**src/rtl/resp_serializer.sv**
```systemverilog
// -----------------------------------------------------------------------------
// resp_serializer
//   Pops one response packet at a time from resp_fifo and streams it to the
//   UART transmitter as a 9-byte frame, MSB-first:
//     SOF, cmd, addr[15:8], addr[7:0], data[31:24], data[23:16], data[15:8],
//     data[7:0], CHK
//   CHK is the XOR of bytes 1..7; SOF is not included in it.
//
//   fifo_data carries the fields of cmd_packet_t used here, packed as
//   {cmd[7:0], addr[15:0], data[31:0]} (56 bits).
//
// Ports
//   clk          system clock
//   rst          asynchronous reset, active-low
//   fifo_valid   resp_fifo non-empty
//   fifo_data    packet at the FIFO head {cmd, addr, data}
//   fifo_rd_en   pop strobe to resp_fifo, one cycle per frame
//   tx_data      byte presented to UART TX (registered)
//   tx_valid     tx_data valid (registered)
//   tx_ready     UART TX accepts a byte when tx_valid && tx_ready
//   busy         frame in progress
//   frame_done   one-cycle pulse in the cycle the CHK byte is accepted
//   frame_count  frames completed since reset, wraps at 16'hFFFF
//
// state | meaning
// ------+------------------------------------------------------------
// IDLE  | waiting for a packet; loads the FIFO head and pops it
// SEND  | presenting byte idx; advances on each tx handshake
// -----------------------------------------------------------------------------
module resp_serializer #(
  parameter logic [7:0] SOF_BYTE = 8'hA5
) (
  input  logic        clk,
  input  logic        rst,
  input  logic        fifo_valid,
  input  logic [55:0] fifo_data,
  output logic        fifo_rd_en,
  output logic [7:0]  tx_data,
  output logic        tx_valid,
  input  logic        tx_ready,
  output logic        busy,
  output logic        frame_done,
  output logic [15:0] frame_count
);

  localparam int        FRAME_LEN = 9;
  localparam logic [3:0] LAST_IDX = 4'(FRAME_LEN - 1);
  localparam logic [3:0] CHK_PREV = 4'(FRAME_LEN - 2);

  typedef enum logic {
    IDLE = 1'b0,
    SEND = 1'b1
  } state_t;

  state_t      state_q, state_d;
  logic [3:0]  idx_q, idx_d;
  logic [7:0]  chk_q, chk_d;
  logic [55:0] pkt_q, pkt_d;
  logic [7:0]  tx_data_q, tx_data_d;
  logic        tx_valid_q, tx_valid_d;
  logic [15:0] count_q, count_d;
  logic        rd_en_c;
  logic        done_c;

  // Byte of the frame at position idx, for the positions that come straight
  // from the packet. Position 8 (CHK) is handled by the caller.
  function automatic logic [7:0] frame_byte(input logic [55:0] pkt,
                                            input logic [3:0]  idx);
    logic [7:0] b;
    case (idx)
      4'd0:    b = SOF_BYTE;
      4'd1:    b = pkt[55:48];
      4'd2:    b = pkt[47:40];
      4'd3:    b = pkt[39:32];
      4'd4:    b = pkt[31:24];
      4'd5:    b = pkt[23:16];
      4'd6:    b = pkt[15:8];
      4'd7:    b = pkt[7:0];
      default: b = 8'h00;
    endcase
    return b;
  endfunction

  always_ff @(posedge clk or negedge rst) begin
    if (!rst) begin
      state_q <= IDLE;
    end else begin
      state_q <= state_d;
    end
  end

  always_comb begin
    state_d    = state_q;
    idx_d      = idx_q;
    chk_d      = chk_q;
    pkt_d      = pkt_q;
    tx_data_d  = tx_data_q;
    tx_valid_d = tx_valid_q;
    count_d    = count_q;
    rd_en_c    = 1'b0;
    done_c     = 1'b0;

    case (state_q)
      IDLE: begin
        tx_valid_d = 1'b0;
        tx_data_d  = 8'h00;
        if (fifo_valid) begin
          pkt_d      = fifo_data;
          idx_d      = 4'd0;
          chk_d      = 8'h00;
          rd_en_c    = 1'b1;
          tx_valid_d = 1'b1;
          tx_data_d  = SOF_BYTE;
          state_d    = SEND;
        end
      end

      SEND: begin
        if (idx_q > LAST_IDX) begin
          // Corrupted index: abandon the frame rather than emit garbage.
          state_d    = IDLE;
          idx_d      = 4'd0;
          chk_d      = 8'h00;
          tx_valid_d = 1'b0;
          tx_data_d  = 8'h00;
        end else if (tx_valid_q && tx_ready) begin
          idx_d = idx_q + 4'd1;
          if (idx_q != 4'd0) begin
            chk_d = chk_q ^ tx_data_q;
          end
          if (idx_q == LAST_IDX) begin
            state_d    = IDLE;
            idx_d      = 4'd0;
            tx_valid_d = 1'b0;
            tx_data_d  = 8'h00;
            done_c     = 1'b1;
            count_d    = count_q + 16'd1;
          end else if (idx_q == CHK_PREV) begin
            // The last data byte is being accepted now, so the running
            // checksum including it is exactly the CHK byte to send next.
            tx_data_d = chk_d;
          end else begin
            tx_data_d = frame_byte(pkt_q, idx_q + 4'd1);
          end
        end
      end

      default: begin
        state_d = IDLE;
      end
    endcase
  end

  always_ff @(posedge clk or negedge rst) begin
    if (!rst) begin
      idx_q      <= 4'd0;
      chk_q      <= 8'h00;
      pkt_q      <= 56'h0;
      tx_data_q  <= 8'h00;
      tx_valid_q <= 1'b0;
      count_q    <= 16'h0000;
    end else begin
      idx_q      <= idx_d;
      chk_q      <= chk_d;
      pkt_q      <= pkt_d;
      tx_data_q  <= tx_data_d;
      tx_valid_q <= tx_valid_d;
      count_q    <= count_d;
    end
  end

  // The pop strobe is combinational from fifo_valid, so it is also gated by
  // rst to keep it low while reset is held with a non-empty FIFO.
  assign fifo_rd_en  = rd_en_c & rst;
  assign frame_done  = done_c;
  assign tx_data     = tx_data_q;
  assign tx_valid    = tx_valid_q;
  assign busy        = (state_q != IDLE);
  assign frame_count = count_q;

endmodule

```
**config.mk**
```make
export PLATFORM = sky130hd
export DESIGN_NAME = resp_serializer
export DESIGN_NICKNAME = d
export VERILOG_FILES = /design/src/rtl/resp_serializer.sv
export SDC_FILE = /design/constraint.sdc
export NUM_CORES = 1
export LEC_CHECK = 0
export BUFFER_PORTS_ARGS = -buffer_cell sky130_fd_sc_hd__buf_2
export CAP_MARGIN = 20
export CORE_UTILIZATION = 63
export CTS_BUF_LIST = sky130_fd_sc_hd__clkbuf_4
export DETAILED_ROUTE_END_ITERATION = 12
export GPL_TIMING_DRIVEN = 0
export PLACE_DENSITY = 0.89
export SLEW_MARGIN = 20
export SYNTH_ARGS = -nofsm -noshare
export SYNTH_HDL_FRONTEND = slang
export SYNTH_SLANG_ARGS = --single-unit
```
**constraint.sdc**
```tcl
create_clock -name clk -period 3.9 [get_ports clk]
set_input_delay 0 -clock clk [delete_from_list [all_inputs] [get_ports clk]]
set_output_delay 0 -clock clk [all_outputs]
set_load 0.01 [all_outputs]
```
After elaboration in Yosys (flattened, before gate mapping)
Index checks and enable logic that the tools add are counted.

cells by class
  add/sub/neg operators = 2
  multiply operators = 0
  divide/modulo/power cells = 0
  $lt $le $gt $ge = 1
  eq/ne operators = 12
  shifts and indexed selects = 0
  mux-type cells = 31
  bitwise gates (word level) = 4
  reductions and logical operators = 7

operator list
  cell                                                                    count
  8-bit two-way mux                                                       9
  8-bit case mux with 8 select lines                                      1
  8-bit case mux with 2 select lines                                      2
  4-bit by 3-bit equality test with 1-bit output (second input constant)  5
  16-bit by 1-bit adder with 16-bit output (second input constant)        1
  4-bit two-way mux                                                       4
  1-bit two-way mux                                                       12
  4-bit by 2-bit equality test with 1-bit output (second input constant)  2
  4-bit case mux with 2 select lines                                      1
  8-bit XOR                                                               1
  3-bit by 1-bit != test with 1-bit output (second input constant)        2
  2-bit AND reduction                                                     3
  4-bit by 1-bit adder with 4-bit output (second input constant)          1
  4-bit by 1-bit equality test with 1-bit output (second input constant)  1
  4-bit equality test (second input constant)                             1
  4-bit greater-than comparator (second input constant)                   1
  4-bit logical NOT                                                       1
  1-bit case mux with 2 select lines                                      2
  4-bit AND reduction                                                     1
  4-bit nonzero test                                                      1
  2-bit != test (second input constant)                                   1
  1-bit NOT                                                               2
  1-bit bitwise AND                                                       1
  1-bit logical AND                                                       1

storage, ports and cells
  register bits = 94
  bits in latches = 0
  bits in writable memories = 0
  bits in read-only memories = 0
  input port bits = 60
  output and inout bits = 28
  word-level logic and storage cells = 64
  memories kept = 0

Logic depth before layout (Yosys ltp)
Gate-level depths: netlist of run 1.

  depth in word-level cells = 8
  gate-level depth with buffers = 10
  gate-level depth less buffers = 8

Worst setup path after synthesis of run 1
OpenSTA, ideal clock, no wires.

  path kind = register -> register
  from = register idx_q[1]
  to = register tx_data_q[4] (netlist: tx_data[4])
  library setup time = 130 ps
  arrival time = 2029 ps
  data required time = 3770 ps
  slack = 1741 ps
  cell stages (with the launch flop) = 11
  path through = dfrtp_1 buf_6 inv_1 ha_1 clkbuf_1 a22o_1 o2111ai_1 o211ai_1 o41ai_2 o22ai_1 o2bb2ai_1

on the way
  cells in the longest elaborated chain, start to end = 8
  elaborated cells on any way between the ends = 21
  classes of those cells = add/sub: 1; order compare: 1; eq/ne: 10; mux: 7; reduce/logical: 2

RTL lines
  what                                                                          RTL line  RTL
  start, declared                                                               56        logic [3:0] idx_q, idx_d;
  start signal, assigned                                                        163       idx_q <= idx_d;
  4-bit by 1-bit adder with 4-bit output                                        143       tx_data_d = frame_byte(pkt_q, idx_q + 4'd1);
  4-bit by 3-bit equality test with 1-bit output, or another cell as far along  70        case (idx)
  8-bit case mux with 8 select lines                                            70
  8-bit two-way mux                                                             138       end else if (idx_q == CHK_PREV) begin
  8-bit two-way mux                                                             131       if (idx_q == LAST_IDX) begin
  8-bit two-way mux                                                             126       end else if (tx_valid_q && tx_ready) begin
  8-bit two-way mux                                                             119       if (idx_q > LAST_IDX) begin
  8-bit case mux with 2 select lines                                            103       case (state_q)
  end signal, assigned                                                          166       tx_data_q <= tx_data_d;
  end, declared                                                                 59        logic [7:0] tx_data_q, tx_data_d;

Parallel ways exist; a longest one is shown, timed or not. The select of a mux whose other input is x is not followed.
A chain may end at the register's enable or synchronous reset.

Final worst setup path of run 1
  from = register state_q (netlist: busy)
  to = output fifo_rd_en

on the way
  cells in the longest elaborated chain, start to end = 2

RTL lines
  what                    RTL line  RTL
  start, declared         55        state_t state_q, state_d;
  start signal, assigned  88        state_q <= state_d;
  1-bit two-way mux       103
  1-bit bitwise AND       174       assign fifo_rd_en = rd_en_c & rst;
  end, declared           37        output logic fifo_rd_en,

Every way passes these cells.

==> results of run 1 <==
power by group:
| group | internal (mW) | switching [mW] | leakage (nW) |
|---|---|---|---|
| logic | 0.0941 | 0.0626 | 1.63 |
| registers | 1.01 | 0.0279 | 1.23 |
| clock network | 0.260 | 0.325 | 0.0776 |
cell families after synthesis:
logic type,after synthesis
mux,56
xor+xnor,21
fa+ha+maj,7
simple gates,136
buf+inv,39
compound gates,120
flops,94
cell type report:
class	instances	area (um^2)	share of cell area
tap	99	124	0.0198
buffer	26	120	0.0192
multi-input combinational	340	2420	0.387
sequential	94	2350	0.376
antenna	1	2.50	0.000400
clock buffer	10	75.1	0.0120
timing repair buffer	145	1040	0.166
clock inverter	5	75.1	0.0120
inverter	13	48.8	0.00780
placed cells by master (no fill, tap or decap), drive strengths merged, types with 3 or more instances in the layout:
master	synthesis	layout
buf	12	100
dfrtp	94	94
dlygate4sd3	0	57
mux2	51	51
nand2	49	49
a21oi	40	40
clkbuf	14	24
o21ai	22	22
nor2	17	17
inv	13	13
xnor2	12	12
and2	11	11
and3	10	10
nand3	9	9
nand4	9	9
xor2	9	9
nor3	8	8
nor2b	7	7
ha	7	7
a21o	5	5
mux2i	5	5
o211ai	5	5
a22o	4	4
a22oi	4	4
a221o	4	4
o221ai	4	4
nor4	4	4
nand2b	3	3
or3	3	3
o22ai	3	3
o21a	3	3
a31oi	3	3
how the worst max path moves through the flow:
| stage | from | to | slack (ns) | cells past startpoint |
|---|---|---|---|---|
| finish | busy | fifo_rd_en | 0.98 | 6 |
| floorplan | idx_q[1] | tx_data[4] | 1.74 | 10 |
| detailed placement | idx_q[1] | tx_data[4] | 1.22 | 10 |
| global route | busy | fifo_rd_en | 0.93 | 6 |
| CTS | busy | fifo_rd_en | 1.09 | 6 |
| global placement | idx_q[1] | tx_data[3] | 1.18 | 10 |
metal layers:
metal / wire, um / global-route usage
met4: 675 / 0.212
met3: 1200 / 0.0665
met5: 0 / 0
met1: 6080 / 0.513
met2: 7530 / 0.650
sequential cells by signal, summed over array words and instances (netlist names):
signal / flops
chk_q: 8
idx_q: 4
tx_data: 8
busy: 1
pkt_q: 56
tx_valid: 1
frame_count: 16
worst reg2reg max path, stage by stage (launching register included):
cell	delay (ns)
dfrtp_1	0.47
buf_6	0.17
inv_1	0.08
ha_1	0.18
clkbuf_1	0.31
a22o_1	0.35
o2111ai_1	0.18
o211ai_1	0.14
o41ai_2	0.51
o22ai_1	0.16
o2bb2ai_1	0.14
what timing repair did:
item | CTS | global route
endpoints found under the setup margin | 0 | 0
hold buffers | 57 | 0
endpoints found under the hold margin | 122 | 0
synth_stat cells, types with 2 or more instances:
master and number:
a211oi_1 2, a21o_1 5, a21oi_1 38, a21oi_2 2, a221o_1 4, a22o_1 4
a22oi_1 4, a31oi_1 3, a32o_1 2, and2_1 11, and3_1 9, buf_1 4
buf_2 6, buf_6 2, clkbuf_1 14, dfrtp_1 94, ha_1 7, inv_1 12
mux2_2 51, mux2i_1 5, nand2_1 49, nand2b_1 3, nand3_1 9, nand4_1 9
nor2_1 16, nor2b_1 7, nor3_1 8, nor4_1 3, o211ai_1 5, o21a_1 3
o21ai_0 11, o21ai_1 11, o221ai_1 4, o22ai_1 3, or3_1 3, xnor2_1 12
xor2_1 9
==> run metrics, run 1 <==
outcome=finished clean; IO buf count=87; clk sinks=94; sequential share of the synthesized area=0.476; H-tree levels=3; FF-to-FF Start=idx_q[1]; worst slack at placement=1.22 ns; Final Setup Violations=0; post-synthesis register bit count=94; number of flops mapped to enable cells by yosys=0; 1st-pass router iterations=5; Final Cell Area=0.00625 mm^2; Tightest Hold Check Type=in2reg; crit-path most repeated cell=clkbuf_1; hpwl dp=10000 um; post-synthesis area per instance=10.4 um^2; WHS Path Cells=4; CP delay by family, top=buffers and inverters; biggest area consumer among synthesized cells=dfrtp_1; Crit path arrival time=2.92 ns; first-pass GRT wire length=25000 um; clock tree buffer depth=2; WL final=15500 um; min-delay src=fifo_valid; Post-CTS Setup Bufs=0; cts bufs inserted=9; Slew Limit Fails=0; initial antenna violation count=1; largest family of logic cells by synthesized area=compound AO/OA/AOI/OAI gates; die footprint=0.00820 mm^2; GP Congestion=0.954; FF-to-FF End=tx_data[4]; largest net degree at the start of global routing=51; clk_lat worst skew=0.47 ns; Worst R2R Setup Slack=1.11 ns; P&R area growth vs syn=26.6%; XOR/XNOR Fraction of Synth Area=0.0372; Buf+Inv Stages, Crit Path=4; Setup crit end kind=output pin; synth top area cells=dfrtp_1 (48%), mux2_2 (12%), a21oi_1 (3.8%), nand2_1 (3.7%), xnor2_1 (2.1%); Worst Path Max Fanout=10; DR vias/cell=6.34; syn nets=540; core area=0.00741 mm^2; row cnt=31; worst path cell trace=nor2b_1, clkbuf_1, clkbuf_1, buf_1, and2_1, buf_2; Die Ht=90.6 um; adder-cell share of the synthesized area=0.0177; Tcrit/Tclk final=0.749; setup ws final=0.979 ns; Synth Area in Compound Gates=0.166; number of global-route vias before repair=4803; maximum clock rate=342 MHz; Tightest Pin Transition=1.16 ns; CTS Root Cell=clkbuf_4; DR vias=4649; post-DR wirelength/cell=21.1 um; DP Cell Count=660; relative slew slack=0.222; fin util=0.844; Filler cells=402; asr flop ratio synth=1.00; Post-CTS Resized=0; Antenna Nets Post-Route=0; Fin. Hold Viols=0; total of max-cap violations=0; Worst Hold End=chk_q[0]; critical path class=reg2out; slowest CP cell=clkbuf_1; DRC viols=0; layout cells sized above 1=0.269; multiplexer share of the synthesized area=0.126; Initial Utilization=0.667; kind of start point of the critical path=register; Pwr Total=1.78 mW; die width=90.6 um; Mapped Cells=473; CP required=3.90 ns; CTS tree=done; Starting DRT DRC Count=560; top_reg_cell synth=dfrtp_1; crit-path max cell delay=0.66 ns; Worst Reg-to-Reg Cells=10; residual overflow from global routing=0; Worst VDD drop=0.259 mV; RSZ-0062 raised after global routing=no; Netlist Area Pre-Place=0.00494 mm^2; setup_tns=0 ns; area share of and/or/nand/nor cells after synthesis=0.142; hold_ws=0.0226 ns; synth warn=0; Lkg Pwr=2.94 nW; nets=696; Period minus WS final=2.92 ns; Layout Cells excl Fill=733; Clock Skew=0.0234 ns; GRT Total Usage=0.400; pwr dens=284 mW/mm^2; Reg clk slew, reported paths=0.15 ns; Post-Place Cell Area=0.00553 mm^2; share of the synthesized area in the top cell type=0.476; Yosys cell types=66; IO Count=88
Note: power is estimated with default switching activity, not from simulation.
==> inputs of run 2 (changes only) <==
--- a/config.mk
+++ b/config.mk
@@ -7,11 +7,11 @@
 export LEC_CHECK = 0
 export BUFFER_PORTS_ARGS = -buffer_cell sky130_fd_sc_hd__buf_2
 export CAP_MARGIN = 20
-export CORE_UTILIZATION = 63
+export CORE_UTILIZATION = 52
 export CTS_BUF_LIST = sky130_fd_sc_hd__clkbuf_4
 export DETAILED_ROUTE_END_ITERATION = 12
 export GPL_TIMING_DRIVEN = 0
-export PLACE_DENSITY = 0.89
+export PLACE_DENSITY = 0.78
 export SLEW_MARGIN = 20
 export SYNTH_ARGS = -nofsm -noshare
 export SYNTH_HDL_FRONTEND = slang
==> constraint.sdc (replaced) <==
create_clock -name clk -period 2.57 [get_ports clk]
set_input_delay 0 -clock clk [delete_from_list [all_inputs] [get_ports clk]]
set_output_delay 0 -clock clk [all_outputs]
set_load 0.01 [all_outputs]
==> run 2 against run 1 <==
Against the previous run:
- worst hold slack barely moved
- final cell count grew 4.1%
- first-iteration DRC count down 35%
- sequential cell count is the same
- clock-buffer cell count down 1
- power rose by 46%
- highest routed layer unchanged
==> run metrics, run 2 (synthesis gave the netlist of run 1 again) <==
Post-Place Cell Area=0.00557 mm^2 (+0.75%); Flop pwr share=0.604 (+0.021); Reg clk slew, reported paths=0.15 ns (about the same); Sw Ratio=0.245 (+0.0111); most frequent cells in the layout=buf_2 (93), dfrtp_1 (93), dlygate4sd3_1 (57), mux2_2 (51), nand2_1 (49); Die Ht=99.5 um (+9.8%); Starting DRT DRC Count=363 (-35%); Final Cell Area=0.00635 mm^2 (+1.6%); Buf+Inv Stages, Crit Path=2 (-2); nets=695 (-0.14%); H-tree levels=3 (unchanged); critical path class=reg2reg; CP delay by family, top=simple AND/OR/NAND/NOR gates; crit-path max cell delay=0.46 ns (-0.20 ns); max reg flops=56 (unchanged); cts bufs inserted=9 (unchanged); IO buf count=87 (unchanged); hpwl dp=9560 um (-4.7%); Worst Reg-to-Reg Cells=9 (-1); die width=99.5 um (+9.8%); Pwr Total=2.60 mW (+46%); hold_ws=0.0224 ns (-0.000142 ns); Tightest Hold Check Type=in2async; fin util=0.688 (-0.156); core area=0.00924 mm^2 (+25%); outcome=finished clean; CTS Root Cell=clkbuf_4; Filler cells=693 (+72%); DR vias/cell=5.99 (-5.6%); GRT Total Usage=0.309 (-0.0910); setup ws final=0.0604 ns (-0.918 ns); Worst Path Max Fanout=8 (-2); max layer used=met4; Setup crit end kind=register; Antenna Nets Post-Route=0 (unchanged); Slew Limit Fails=0 (unchanged); CTS tree=done; Tightest Pin Transition=0.730 ns (-0.427 ns); IO Count=88 (unchanged); DR vias=4569 (-1.7%); Met3 Routed Length=1050 um (-13%); DRC viols=0 (unchanged); die footprint=0.00990 mm^2 (+21%); P&R area growth vs syn=28.6%; clock tree buffer depth=2 (unchanged); worst slack at placement=-0.200 ns (-1.42 ns); Worst R2R Setup Slack=0.06 ns (-1.05 ns); kind of start point of the critical path=register; largest net degree at the start of global routing=49 (-3.9%); row cnt=35 (+13%); Initial Utilization=0.535 (-0.132); Crit path arrival time=2.85 ns (-0.07 ns); FF-to-FF Start=idx_q[1]; met2 routed WL=6860 um (-8.9%); worst path cell trace=ha_2, nor2b_1, buf_2, and3_1, buf_2, o21ai_1, o221ai_1, nor4_1, o21ai_1; post-DR wirelength/cell=19.1 um (-9.4%); Clock Skew=0.0161 ns (-0.00730 ns); 1st-pass router iterations=6 (+1); layout cells sized above 1=0.297 (+0.0289); residual overflow from global routing=0 (unchanged); pwr dens=409 mW/mm^2 (+44%); first-pass GRT wire length=23300 um (-7.1%); slowest CP cell=nor4_1; Largest Register=pkt_q; Fin. Hold Viols=0 (unchanged); maximum clock rate=398 MHz; clk_lat worst skew=0.45 ns (-0.02 ns); Clock power frac=0.306 (-0.023); Logic pwr share=0.091 (+0.003); initial antenna violation count=2 (+1); total of max-cap violations=0 (unchanged); number of global-route vias before repair=4438 (-7.6%); FF-to-FF End=tx_data[0]; GP Congestion=0.963 (+0.98%); WL final=14600 um (-5.7%); CP required=2.91 ns (-0.99 ns); Lkg Pwr=2.96 nW (+0.77%); relative slew slack=0.513 (+0.291); Period minus WS final=2.51 ns; clk sinks=94 (unchanged); met1 WL=6210 um (+2.2%); Worst VDD drop=0.300 mV (+16%); Tcrit/Tclk final=0.976; Int Pwr=1.96 mW (+44%); Final Setup Violations=0 (unchanged); NetSw=0.636 mW (+53%)
-- run 2: cell count changes in the layout (fill, tap and decap cells not counted), sizes merged --
cell | previous run | this run
bufinv | 2 | 1
clkbuf | 24 | 19
inv | 13 | 14
buf | 100 | 103
diode | 1 | 2
clkinvlp | 1 | 2
-- run 2: per-stage QoR --
stage	instances	TNS [ns]
after floorplan	473	0
after global placement	689	-0.400
after detailed placement	690	-0.480
after CTS	761	-0.0323
after global routing	763	-0.00164
final	763	0
-- run 2: power groups by stage --
stage	clock network (mW)	registers, mW	logic [mW]
floorplan	0	1.58	0.0644
global placement	0	1.59	0.149
detailed placement	0	1.59	0.162
CTS	0.814	1.57	0.228
global route	0.869	1.57	0.257
finish	0.795	1.57	0.235
-- run 2: area by class of cell --
type,instances,area [um^2],area share
well taps,129,161,0.0254
clock inverters,6,62.6,0.00984
flip-flops and latches,94,2350,0.370
clock buffers,9,67.6,0.0106
inverters,13,48.8,0.00768
repair buffers,147,1050,0.166
plain buffers,23,118,0.0185
diodes,2,5.00,0.000788
multi-input cells,340,2480,0.391
-- run 2: timing repair --
item | CTS | global route
setup buffers | 0 | 2
pin swaps | 1 | 3
gates cloned | 0 | 0
hold buffers | 57 | 0
gates resized for setup | 5 | 19
endpoints found under the hold margin | 150 | 0
endpoints found under the setup margin | 5 | 18
-- run 2: routing by layer --
metal | vias to the layer above | GRT usage
met1 | 2233 | 0.413
met5 | - | 0
met2 | 262 | 0.494
li1 | 2030 | -
met4 | 0 | 0.122
met3 | 44 | 0.0661
-- run 2: how the worst max path moves through the flow --
| stage | end | slack (ns) | cells past startpoint | from |
|---|---|---|---|---|
| after floorplan | tx_data[4] | 0.41 | 10 | idx_q[1] |
| after global placement | tx_data[3] | -0.17 | 10 | idx_q[1] |
| after detailed placement | tx_data[4] | -0.20 | 10 | idx_q[1] |
| after CTS | tx_data[4] | -0.03 | 6 | idx_q[3] |
| after global routing | tx_data[0] | -0.002 | 9 | idx_q[1] |
| final | tx_data[0] | 0.06 | 9 | idx_q[1] |
